--- src/rtl/bios_wdt_timer.sv ---
// BIOS watchdog timer: turns toggle-per-write events into arm/kick/disarm commands and counts down a
// seconds-based timeout. Define BIOS_WDT_ERRCNT_EN to build the saturating sequence-error counter.
module bios_wdt_timer #(
    parameter logic [7:0]  TIMEOUT_SEC = 8'd180,
    parameter logic [14:0] PRESCALE    = 15'd32767
) (
    input  logic       CLK32768,
    input  logic       MainResetN,
    input  logic [4:0] bCPUWrWdtRegSig,
    output logic       BiosWdtArmed,
    output logic       BiosWdtExpired,
    output logic       BiosWdtTimeoutPulse,
    output logic [7:0] BiosWdtCnt,
    output logic [3:0] BiosWdtErrCnt
);

    localparam int unsigned SigW = 5;
    localparam int unsigned CntW = 8;
    localparam int unsigned PreW = 15;
    localparam int unsigned ErrW = 4;

    typedef enum logic [1:0] {
        IDLE    = 2'd0,
        ARMED   = 2'd1,
        UNLOCK  = 2'd2,
        EXPIRED = 2'd3
    } wdtState_t;

    wdtState_t       state;
    wdtState_t       stateNext;
    wdtState_t       evtState;
    logic [SigW-1:0] sigD;
    logic [SigW-1:0] evt;
    logic            evtAny;
    logic            evtMulti;
    logic            e55;
    logic            e29;
    logic            eFF;
    logic            eAA;
    logic            eOther;
    logic [PreW-1:0] presc;
    logic [PreW-1:0] prescNext;
    logic [CntW-1:0] cntNext;
    logic            tick;
    logic            running;
    logic            doReload;
    logic            doDisarm;
    logic            armedNext;
    logic            expiredNext;
    logic            pulseNext;

    // Edge detect; more than one toggled bit collapses into an OTHER event
    always_comb begin
        evt      = bCPUWrWdtRegSig ^ sigD;
        evtAny   = |evt;
        evtMulti = |(evt & (evt - SigW'(1)));
        e55      = !evtMulti && evt[0];
        e29      = !evtMulti && evt[1];
        eFF      = !evtMulti && evt[2];
        eAA      = !evtMulti && evt[3];
        eOther   = evtMulti || (evtAny && evt[4]);
    end

    // Next state; reload and disarm take priority over an expiring tick
    always_comb begin
        stateNext = state;
        evtState  = state;
        cntNext   = BiosWdtCnt;
        prescNext = presc;
        doReload  = 1'b0;
        doDisarm  = 1'b0;
        running   = (state == ARMED) || (state == UNLOCK);
        tick      = (presc == PRESCALE);

        case (state)
            IDLE: begin
                doReload = e29;
            end
            ARMED: begin
                doReload = e29;
                if (e55) begin
                    evtState = UNLOCK;
                end
            end
            UNLOCK: begin
                doReload = eAA;
                doDisarm = eFF;
                if (e29 || eOther) begin
                    evtState = ARMED;
                end
            end
            default: begin
            end
        endcase

        if (doReload) begin
            stateNext = ARMED;
            cntNext   = TIMEOUT_SEC;
            prescNext = '0;
        end else if (doDisarm) begin
            stateNext = IDLE;
            cntNext   = '0;
            prescNext = '0;
        end else if (running) begin
            stateNext = evtState;
            if (tick) begin
                prescNext = '0;
                // A count of 0 here is unreachable for legal TIMEOUT_SEC; treat it as expiry so it never wraps
                if (BiosWdtCnt <= CntW'(1)) begin
                    stateNext = EXPIRED;
                    cntNext   = '0;
                end else begin
                    cntNext = BiosWdtCnt - CntW'(1);
                end
            end else begin
                prescNext = presc + PreW'(1);
            end
        end

        armedNext   = (stateNext == ARMED) || (stateNext == UNLOCK);
        expiredNext = (stateNext == EXPIRED);
        pulseNext   = expiredNext && (state != EXPIRED);
    end

    // State, counters and registered status outputs
    always_ff @(posedge CLK32768 or negedge MainResetN) begin
        if (!MainResetN) begin
            state               <= IDLE;
            sigD                <= '0;
            presc               <= '0;
            BiosWdtCnt          <= '0;
            BiosWdtArmed        <= 1'b0;
            BiosWdtExpired      <= 1'b0;
            BiosWdtTimeoutPulse <= 1'b0;
        end else begin
            state               <= stateNext;
            sigD                <= bCPUWrWdtRegSig;
            presc               <= prescNext;
            BiosWdtCnt          <= cntNext;
            BiosWdtArmed        <= armedNext;
            BiosWdtExpired      <= expiredNext;
            BiosWdtTimeoutPulse <= pulseNext;
        end
    end

`ifdef BIOS_WDT_ERRCNT_EN
    logic errEvt;

    // Out-of-sequence writes while armed or unlocked
    always_comb begin
        errEvt = ((state == ARMED) && (eFF || eAA || eOther)) ||
                 ((state == UNLOCK) && (e29 || eOther));
    end

    // Saturating error count; survives disarm, cleared only by reset
    always_ff @(posedge CLK32768 or negedge MainResetN) begin
        if (!MainResetN) begin
            BiosWdtErrCnt <= '0;
        end else if (errEvt && (BiosWdtErrCnt != '1)) begin
            BiosWdtErrCnt <= BiosWdtErrCnt + ErrW'(1);
        end
    end
`else
    assign BiosWdtErrCnt = ErrW'(0);
`endif

endmodule

--- config.mk ---
export PLATFORM = sky130hd
export DESIGN_NAME = bios_wdt_timer
export DESIGN_NICKNAME = d
export VERILOG_FILES = /design/src/rtl/bios_wdt_timer.sv
export SDC_FILE = /design/constraint.sdc
export NUM_CORES = 1
export LEC_CHECK = 0
export CORE_MARGIN = 2
export CORE_UTILIZATION = 41
export CTS_CLUSTER_DIAMETER = 120
export DETAILED_ROUTE_END_ITERATION = 10
export HOLD_SLACK_MARGIN = 0.08
export SLEW_MARGIN = 10
export SYNTH_ARGS = -nofsm -noshare
export SYNTH_HDL_FRONTEND = slang
export SYNTH_SLANG_ARGS = --single-unit
export TNS_END_PERCENT = 30
--- constraint.sdc ---
create_clock -name CLK32768 -period 2.9 [get_ports CLK32768]
set_clock_uncertainty 0.1 [all_clocks]
set_input_delay 0.58 -clock CLK32768 [delete_from_list [all_inputs] [get_ports CLK32768]]
set_output_delay 0.58 -clock CLK32768 [all_outputs]
set_load 0.01 [all_outputs]
==> results of run 1 <==
==> sequential cells by signal, indices dropped and copies added, names as in the netlist <==
| signal | cells |
|---|---|
| state | 2 |
| BiosWdtCnt | 8 |
| BiosWdtExpired | 1 |
| presc | 15 |
| sigD | 5 |
| BiosWdtArmed | 1 |
| BiosWdtTimeoutPulse | 1 |
==> power groups by stage <==
stage	Combinational, mW	Sequential (mW)	Clock (mW)
floorplan	0.593	0.755	0
global placement	0.862	0.749	0
detailed placement	0.900	0.759	0
CTS	0.902	0.754	0.395
global route	1.01	0.782	0.421
finish	0.893	0.755	0.383
==> cell type report <==
class / count / share of cell area (%)
repair buffers: 28 / 11.1
well taps: 52 / 2.87
flip-flops and latches: 33 / 36.4
clock inverters: 1 / 0.221
multi-input cells: 153 / 43.8
clock buffers: 7 / 4.25
inverters: 8 / 1.32
==> worst max-delay path: cells and delay by family <==
family                 cells  cell delay (ps)
AO/OA/AOI/OAI              4              950
AND/OR/NAND/NOR            1              540
buffers and inverters      1              440
XOR/XNOR                   1              180
==> cells by family after synthesis <==
logic type | synth area share [%]
AOI/OAI and AO/OA | 19.6
DFF | 43.8
xor gates and xnor gates | 5.57
adders and majority gates | 6.37
buffers and inverters | 4.24
and+or+nand+nor | 20.2
other | 0.199
==> final timing paths <==
check                                           end  slack, ps
max in group asynchronous             BiosWdtCnt[4]       1790
min in group asynchronous                  presc[3]        610
worst min register to register        BiosWdtCnt[7]        460
worst max register to register  BiosWdtTimeoutPulse        340
worst min-delay path                  BiosWdtCnt[7]        460
worst max-delay path                       presc[9]        280
==> metal layers <==
layer	vias up	GRT usage, %	part of all wire (%)	wire length, µm
li1	772	-	-	-
met1	764	23.7	46	1960
met2	34	31.2	49	2060
met5	-	0	0	0
met4	0	6.08	1.3	55
met3	5	5.63	3.4	143
==> cell usage after synthesis, types with 4 or more instances <==
| cell type | number | area share [%] |
|---|---|---|
| a21oi_1 | 14 | 3.7 |
| nor2_1 | 15 | 3.0 |
| dfrtp_1 | 33 | 44 |
| o21ai_0 | 17 | 4.5 |
| buf_4 | 4 | 1.6 |
| nand3_1 | 14 | 3.7 |
| ha_1 | 8 | 5.3 |
| inv_1 | 8 | 1.6 |
| nand2_1 | 12 | 2.4 |
| or3_1 | 10 | 3.3 |
| and3_1 | 4 | 1.3 |
| xor2_1 | 7 | 3.2 |
| nand4_1 | 5 | 1.7 |
| xnor2_1 | 5 | 2.3 |
==> cells in the final DEF, fill, tap and decap left out, types with 7 or more instances in the layout <==
cell              n
a21oi_1          14
buf_4            11
clkbuf_8          7
clkdlybuf4s50_1  17
dfrtp_1          33
ha_1              8
inv_1             8
nand2_1          12
nand3_1          14
nor2_1           15
o21ai_0          17
or3_1            10
xor2_1            7
==> flow_metrics.py, run 1 <==
metrics = {
    "final_layout": {
        "seqCellArea_um2": 826,
        "area_growth_pct": 20.2,
        "nFillCells": 411,
        "final_cells": 282,
        "final_util_pct": 51.7,
        "diodes": 0,
        "drive_above_1_share_pct": 12.6,
        "multi_input_area_um2": 992,
        "nNetsFinal": 244,
        "finalInstanceArea_mm2": 0.00227,
    },
    "power_and_ir_drop": {
        "switching_share_pct": 39.4,
        "p_int_mw": 1.23,
        "power_frac_seq_pct": 37.2,
        "power_mw": 2.03,
        "irDropWorstVdd_mv": 0.489,
        "p_per_area_mw_per_mm2": 895,
        "switching_power_mw": 0.799,
        "combPwrFrac_pct": 44.0,
        "power.leakage_nw": 0.939,
        "clockPowerShare_pct": 18.9,
    },
    "place": {
        "place_congestion": 0.812,
        "place_area_mm2": 0.00217,
        "post-dp-hpwl_mm": 3.11,
        "dp.cells": 274,
        "dpl_worst_slack_ps": -31.2,
        "portBuffers": 17,
    },
    "worst_setup_path": {
        "end_kind": "flop",
        "cp.required_ps": 2980,
        "r2r-start": "BiosWdtCnt[6]",
        "crit_arrival_ps": 2700,
        "path_max_fanout": 17,
        "worst-setup-path-type": "in -> reg",
        "r2r_cells": 7,
        "cp-start-kind": "input pin",
        "max_stage_delay_ps": 540,
        "worstPathCellList": "clkdlybuf4s50_1, xor2_1, or4_4, o32ai_4, a211oi_4, o31a_2, o21ba_2",
        "cp-startpoint": "bCPUWrWdtRegSig[2]",
        "cpMaxStageDelayCell": "or4_4",
    },
    "clock_tree": {
        "worstSkewPairLatency_ps": 280,
        "cts_sinks": 33,
        "cts_tree": "done",
        "post_cts_buffers": 0,
        "cts.clk_slew.worst_paths_ps": 70,
        "hold_buffers": 0,
        "root_buffer": "clkbuf_8",
        "ctsHtreeMaxLevel": 2,
        "post_cts_resized": 0,
        "cts_max_path_buffers": 2,
        "cts_inserted_buffers": 5,
    },
    "yosys": {
        "ys_types": 45,
        "synth-seq-area-share_pct": 43.8,
        "synth-edff-count": 0,
        "syn_area_mm2": 0.00189,
        "synth_ff_type": "dfrtp_1",
        "synthCells": 198,
        "yosysWarningCount": 0,
        "syn_area_per_cell_um2": 9.53,
        "async_flop_share_pct": 100,
        "synth_seq_cells": 33,
    },
    "sta": {
        "max_freq_mhz": 381,
        "finalSetupTns_ps": 0,
        "period_share_pct": 90.5,
        "final-hold-violation-count": 0,
        "fin_crit_ps": 2620,
        "drv_slew": 0,
        "whs_ps": 460,
        "final-setup-viol-count": 0,
        "slew_headroom_pct": 62.2,
        "tightest_slew_ps": 565,
        "finalWorstSetupSlack_ps": 276,
        "grt_setup_unrepaired": "no",
    },
    "detailed_routing": {
        "vias": 1575,
        "wl_mm": 4.21,
        "antenna_left": 0,
        "drc": 0,
        "drtIter0Drc": 127,
        "first_pass_iters": 4,
        "vias_per_cell": 5.59,
        "wire_per_inst_um": 14.9,
    },
    "floorplanning": {
        "dieArea_mm2": 0.00516,
        "die_height_um": 71.8,
        "coreArea_mm2": 0.00438,
        "io_pins": 22,
        "rows": 24,
        "die_width_um": 71.8,
        "start_util_pct": 43.0,
    },
    "global_routing": {
        "grt_pass1_vias": 1648,
        "grt_antenna_before_repair": 0,
        "gr-total-overflow": 0,
        "grt_pass1_wl_mm": 7.56,
        "grt_usage_pct": 18.9,
        "grt_max_degree": 34,
    },
    "hold_path": {
        "min_path_type": "reg -> reg",
        "holdPathStages": 2,
        "hp-start": "BiosWdtCnt[7]",
    },
    "job": {
        "maxCapViolations": 0,
    },
    "run_status": {
        "outcome": "finished clean",
    },
}
No activity file was read; power rests on OpenSTA's default activity.
==> run 2: changes to the inputs <==
--- a/config.mk
+++ b/config.mk
@@ -5,7 +5,8 @@
 export SDC_FILE = /design/constraint.sdc
 export NUM_CORES = 1
 export LEC_CHECK = 0
-export CORE_MARGIN = 2
+export CORE_ASPECT_RATIO = 2
+export CORE_MARGIN = 4
 export CORE_UTILIZATION = 41
 export CTS_CLUSTER_DIAMETER = 120
 export DETAILED_ROUTE_END_ITERATION = 10
==> run 2 against run 1 <==
  * Sequential power is essentially flat
  * Combinational power up 1%
  * Clock-buffer cell count decreased by 1
  * Via count up 3.4%
  * Register-to-register slack worse by 120 ps
  * Die area grew 13%
  * Final cell count increased by 0.71%
  * Critical path depth fell by 1
  * Worst setup slack got worse by 54 ps
  * First-iteration DRC count fell by 71%
  * Flip-flop and latch count stayed put
  * Fmax decreased by 2.0%
  * Critical path type is now reg -> reg
  * Largest cell class unchanged
  * Largest power group unchanged
  * Highest routed layer unchanged
==> flow_metrics.py, run 2 (synthesis gave the netlist of run 1 again) <==
metrics = {
    "job": {
        "maxCapViolations": 0,
    },
    "run_status": {
        "outcome": "finished clean",
    },
    "global_routing": {
        "grt_pass1_vias": 1648,
        "gr-total-overflow": 0,
        "grt_usage_pct": 15.9,
        "gr-max-usage-layer": "met2",
        "grt_max_degree": 34,
        "use_met1_pct": 15.2,
        "grtUsageMet2_pct": 29.8,
        "grt_pass1_wl_mm": 7.39,
        "grt_antenna_before_repair": 0,
        "use_met3_pct": 3.23,
    },
    "clock_tree": {
        "cts_inserted_buffers": 5,
        "worstSkewPairLatency_ps": 290,
        "cts.clk_slew.worst_paths_ps": 70,
        "cts_max_path_buffers": 2,
        "hold_buffers": 0,
        "post_cts_resized": 0,
        "ctsHtreeMaxLevel": 2,
        "root_buffer": "clkbuf_8",
        "post_cts_buffers": 0,
        "cts_sinks": 33,
        "cts_tree": "done",
    },
    "place": {
        "dpl_worst_slack_ps": -28.0,
        "post-dp-hpwl_mm": 3.32,
        "portBuffers": 17,
        "place_congestion": 0.871,
    },
    "worst_setup_path": {
        "path_max_fanout": 6,
        "end_kind": "flop",
        "max_stage_delay_ps": 540,
        "worst-setup-path-type": "reg -> reg",
        "worstPathCellList": "or3_1, or4b_1, o21ai_0, a31oi_1, a211oi_1, ha_1",
        "critPathTopFamily": "simple AND/OR/NAND/NOR gates",
        "cp.required_ps": 2970,
        "cp-start-kind": "flop",
        "crit_arrival_ps": 2750,
        "crit_buf_inv": 0,
        "cpMaxStageDelayCell": "or4b_1",
    },
    "power_and_ir_drop": {
        "power.leakage_nw": 0.930,
        "switching_power_mw": 0.813,
        "switching_share_pct": 40.7,
        "power_mw": 2.00,
        "p_int_mw": 1.18,
        "irDropWorstVdd_mv": 0.552,
        "clockPowerShare_pct": 16.9,
        "p_per_area_mw_per_mm2": 887,
        "power_frac_seq_pct": 37.9,
        "combPwrFrac_pct": 45.2,
    },
    "sta": {
        "whs_ps": 445,
        "finalWorstSetupSlack_ps": 222,
        "tightest_slew_ps": 562,
        "final-hold-violation-count": 0,
        "grt_setup_unrepaired": "no",
        "drv_slew": 0,
        "period_share_pct": 92.4,
        "final-setup-viol-count": 0,
        "fin_crit_ps": 2680,
        "max_freq_mhz": 373,
        "slew_headroom_pct": 62.4,
    },
    "detailed_routing": {
        "drtIter0Drc": 37,
        "vias_per_cell": 5.74,
        "antenna_left": 0,
        "wl_mm": 4.39,
        "vias": 1629,
        "first_pass_iters": 4,
        "wire_per_inst_um": 15.4,
        "drc": 0,
    },
    "final_layout": {
        "drive_above_1_share_pct": 12.2,
        "largestRegisters": "presc (15), BiosWdtCnt (8), sigD (5)",
        "regMostFlops": "presc",
        "largest_reg_flops": 15,
        "area_growth_pct": 19.3,
        "final_cell_mix": "dfrtp_1, o21ai_0, clkdlybuf4s50_1",
        "nFillCells": 420,
        "final_util_pct": 51.4,
        "final_common_cell": "dfrtp_1",
        "diodes": 0,
        "nNetsFinal": 244,
    },
    "floorplanning": {
        "start_util_pct": 43.1,
        "coreArea_mm2": 0.00438,
        "dieArea_mm2": 0.00582,
        "die_width_um": 56.0,
        "rows": 34,
        "die_height_um": 104,
        "io_pins": 22,
    },
    "hold_path": {
        "min_path_type": "reg -> reg",
    },
}
[run 2: cell types whose count changed in the layout (fill, tap and decap cells not counted)]
cell | previous run | this run
clkbuf_1 | 0 | 1
clkinv_2 | 1 | 2
clkbuf_8 | 7 | 5
[run 2: power groups by stage]
| stage | registers (mW) | clock network (mW) | logic (mW) |
|---|---|---|---|
| after floorplan | 0.755 | 0 | 0.593 |
| after global placement | 0.750 | 0 | 0.864 |
| after detailed placement | 0.761 | 0 | 0.903 |
| after CTS | 0.755 | 0.351 | 0.908 |
| after global routing | 0.781 | 0.370 | 1.02 |
| final | 0.756 | 0.338 | 0.903 |
[run 2: metrics by stage]
| step | cell area [µm²] | std cells | TNS, ps |
|---|---|---|---|
| after CTS | 2250 | 284 | 0 |
| after global routing | 2250 | 284 | 0 |
| final | 2250 | 284 | 0 |
| after floorplan | 1900 | 201 | 0 |
| after detailed placement | 2170 | 276 | -47.4 |
| after global placement | 2170 | 276 | 0 |
[run 2: worst reg2reg max path, delay by kind of cell (launching register included)]
kind	cells	cell delay, ps
compound gates	3	760
fa+ha+maj	1	300
flops	1	430
simple gates	2	980
[run 2: cell type report]
type	count	area (µm²)	share of cell area, %
sequential	33	826	36.7
clock inverter	2	10.0	0.445
inverter	8	30.0	1.33
multi-input combinational	153	992	44.1
timing repair buffer	28	253	11.2
clock buffer	6	72.6	3.22
tap	54	67.6	3.00
[run 2: final timing paths]
path	start	to	slack, ps	depth (start not counted)
setup / recovery	BiosWdtCnt[6]	BiosWdtArmed	220	6
hold / removal	BiosWdtCnt[7]	BiosWdtCnt[7]	440	2
setup reg to reg	BiosWdtCnt[6]	BiosWdtArmed	220	6
hold reg to reg	BiosWdtCnt[7]	BiosWdtCnt[7]	440	2
max in group asynchronous	MainResetN	presc[8]	1800	2
min in group asynchronous	MainResetN	BiosWdtCnt[2]	590	2
[run 2: per-layer routing]
layer	up-vias	wire [µm]
li1	780	-
met1	786	1570
met4	0	153
met5	-	0
met2	48	2510
met3	15	154
==> run 3: changes to the inputs <==
--- a/config.mk
+++ b/config.mk
@@ -11,6 +11,7 @@
 export CTS_CLUSTER_DIAMETER = 120
 export DETAILED_ROUTE_END_ITERATION = 10
 export HOLD_SLACK_MARGIN = 0.08
+export PLACE_DENSITY = 0.61
 export SLEW_MARGIN = 10
 export SYNTH_ARGS = -nofsm -noshare
 export SYNTH_HDL_FRONTEND = slang
==> run 3 against run 2 <==
  * Die area is the same
  * Critical path type unchanged
  * Sequential share of layout area shrank 0.24 points
  * Combinational power is essentially flat
  * Largest cell class unchanged
  * Register-to-register slack improved by 70 ps
  * Wire length decreased by 6.7%
  * Final cell count up 0.70%
  * Fmax is 2.5% higher
  * Highest routed layer unchanged
==> flow_metrics.py, run 3 (synthesis gave the netlist of run 1 again) <==
metrics = {
    "worst_setup_path": {
        "cp.required_ps": 3010,
        "crit_arrival_ps": 2730,
        "r2r-start": "BiosWdtCnt[6]",
        "cp-start-kind": "flop",
        "worst-setup-path-type": "reg -> reg",
        "r2r_cells": 7,
        "regToRegEndpoint": "BiosWdtTimeoutPulse",
        "end_kind": "flop",
        "path_max_fanout": 6,
        "ff2ff_setup_slack_ps": 290,
    },
    "clock_tree": {
        "cts_max_path_buffers": 2,
        "worstSkewPairLatency_ps": 290,
        "root_buffer": "clkbuf_8",
        "cts_sinks": 33,
        "cts_inserted_buffers": 5,
        "post_cts_resized": 0,
        "cts.clk_slew.worst_paths_ps": 70,
        "cts_tree": "done",
        "hold_buffers": 0,
        "ctsHtreeMaxLevel": 2,
        "post_cts_buffers": 0,
    },
    "sta": {
        "drv_slew": 0,
        "final-setup-viol-count": 0,
        "max_freq_mhz": 383,
        "period_share_pct": 90.1,
        "slew_headroom_pct": 63.1,
        "fin_crit_ps": 2610,
        "tightest_slew_ps": 551,
        "grt_setup_unrepaired": "no",
        "finalSetupTns_ps": 0,
        "final-hold-violation-count": 0,
    },
    "final_layout": {
        "largestRegisters": "presc (15), BiosWdtCnt (8), sigD (5)",
        "area_growth_pct": 20.1,
        "final_cell_mix": "dfrtp_1, o21ai_0, clkdlybuf4s50_1",
        "nFillCells": 418,
        "multi_input_area_um2": 992,
        "final_common_cell": "dfrtp_1",
        "nNetsFinal": 246,
        "largest_reg_flops": 15,
        "seqCellArea_um2": 826,
        "regMostFlops": "presc",
        "drive_above_1_share_pct": 12.9,
        "diodes": 0,
    },
    "power_and_ir_drop": {
        "p_per_area_mw_per_mm2": 884,
        "power_mw": 2.00,
        "power.leakage_nw": 0.940,
        "irDropWorstVdd_mv": 0.521,
    },
    "detailed_routing": {
        "drtIter0Drc": 16,
        "vias_per_cell": 5.50,
        "antenna_left": 0,
        "first_pass_iters": 4,
        "wire_per_inst_um": 14.3,
        "drc": 0,
        "vias": 1574,
        "wl_mm": 4.09,
    },
    "place": {
        "place_congestion": 0.838,
        "post-dp-hpwl_mm": 3.10,
        "portBuffers": 17,
    },
    "global_routing": {
        "grt_antenna_before_repair": 0,
        "grt_pass1_vias": 1647,
        "grt_usage_pct": 15.6,
        "gr-total-overflow": 0,
        "grt_max_degree": 34,
        "grt_pass1_wl_mm": 7.38,
    },
    "floorplanning": {
        "die_width_um": 56.0,
        "coreArea_mm2": 0.00438,
        "io_pins": 22,
        "rows": 34,
        "start_util_pct": 43.1,
        "die_height_um": 104,
        "dieArea_mm2": 0.00582,
    },
    "hold_path": {
        "min_path_type": "reg -> reg",
        "hold_end": "BiosWdtCnt[7]",
        "holdPathStages": 2,
        "hp-start": "BiosWdtCnt[7]",
    },
    "run_status": {
        "outcome": "finished clean",
    },
    "job": {
        "maxCapViolations": 0,
    },
}
[run 3: per-layer routing]
metal  vias to the layer above  part of all wire [%]  wire [µm]  GRT usage [%]
met1                       763                    40       1630           16.7
met3                         8                   2.5        103           3.11
li1                        777                     -          -              -
met5                         -                     0          0              0
met2                        26                    55       2260           28.7
met4                         0                   2.3         93           6.28
[run 3: stage by stage]
stage / hold WS, ps / cell area [µm²] / cells / worst slack (ps) / util, %
after CTS: 436 / 2270 / 286 / 273 / 51.7
final: 429 / 2270 / 286 / 287 / 51.7
after detailed placement: 425 / 2180 / 278 / -12.5 / 49.8
after global routing: 476 / 2270 / 286 / 95.3 / 51.7
after global placement: 419 / 2180 / 278 / 15.3 / 49.8
after floorplan: 184 / 1900 / 201 / 516 / -
[run 3: worst max path at each step]
stage / from / endpoint / slack [ps] / cells past startpoint
finish: BiosWdtCnt[6] / BiosWdtTimeoutPulse / 290 / 7
global route: BiosWdtCnt[6] / BiosWdtTimeoutPulse / 100 / 7
CTS: BiosWdtCnt[6] / BiosWdtTimeoutPulse / 270 / 7
detailed placement: bCPUWrWdtRegSig[2] / presc[9] / -10 / 7
global placement: bCPUWrWdtRegSig[2] / presc[9] / 20 / 7
floorplan: bCPUWrWdtRegSig[2] / presc[9] / 520 / 6
[run 3: power by group]
group          internal (mW)  total, mW  switching (mW)  leakage (nW)
Clock                  0.166      0.341           0.174        0.0450
Combinational          0.432      0.906           0.475         0.479
Sequential             0.603      0.755           0.152         0.417
Total                   1.20       2.00           0.801         0.940
[run 3: area by class of cell]
class,instances,share of cell area [%]
Multi-Input combinational cell,153,43.8
Clock inverter,2,0.442
Inverter,8,1.33
Timing Repair Buffer,30,11.8
Sequential cell,33,36.4
Clock buffer,6,3.20
Tap cell,54,2.98
[run 3: worst max-delay path, stage by stage (launching register included)]
cell	delay [ps]
dfrtp_1	440
or3_1	430
or4b_1	530
o21ai_0	300
a31oi_1	80
a211oi_1	320
ha_1	220
nor2b_1	120
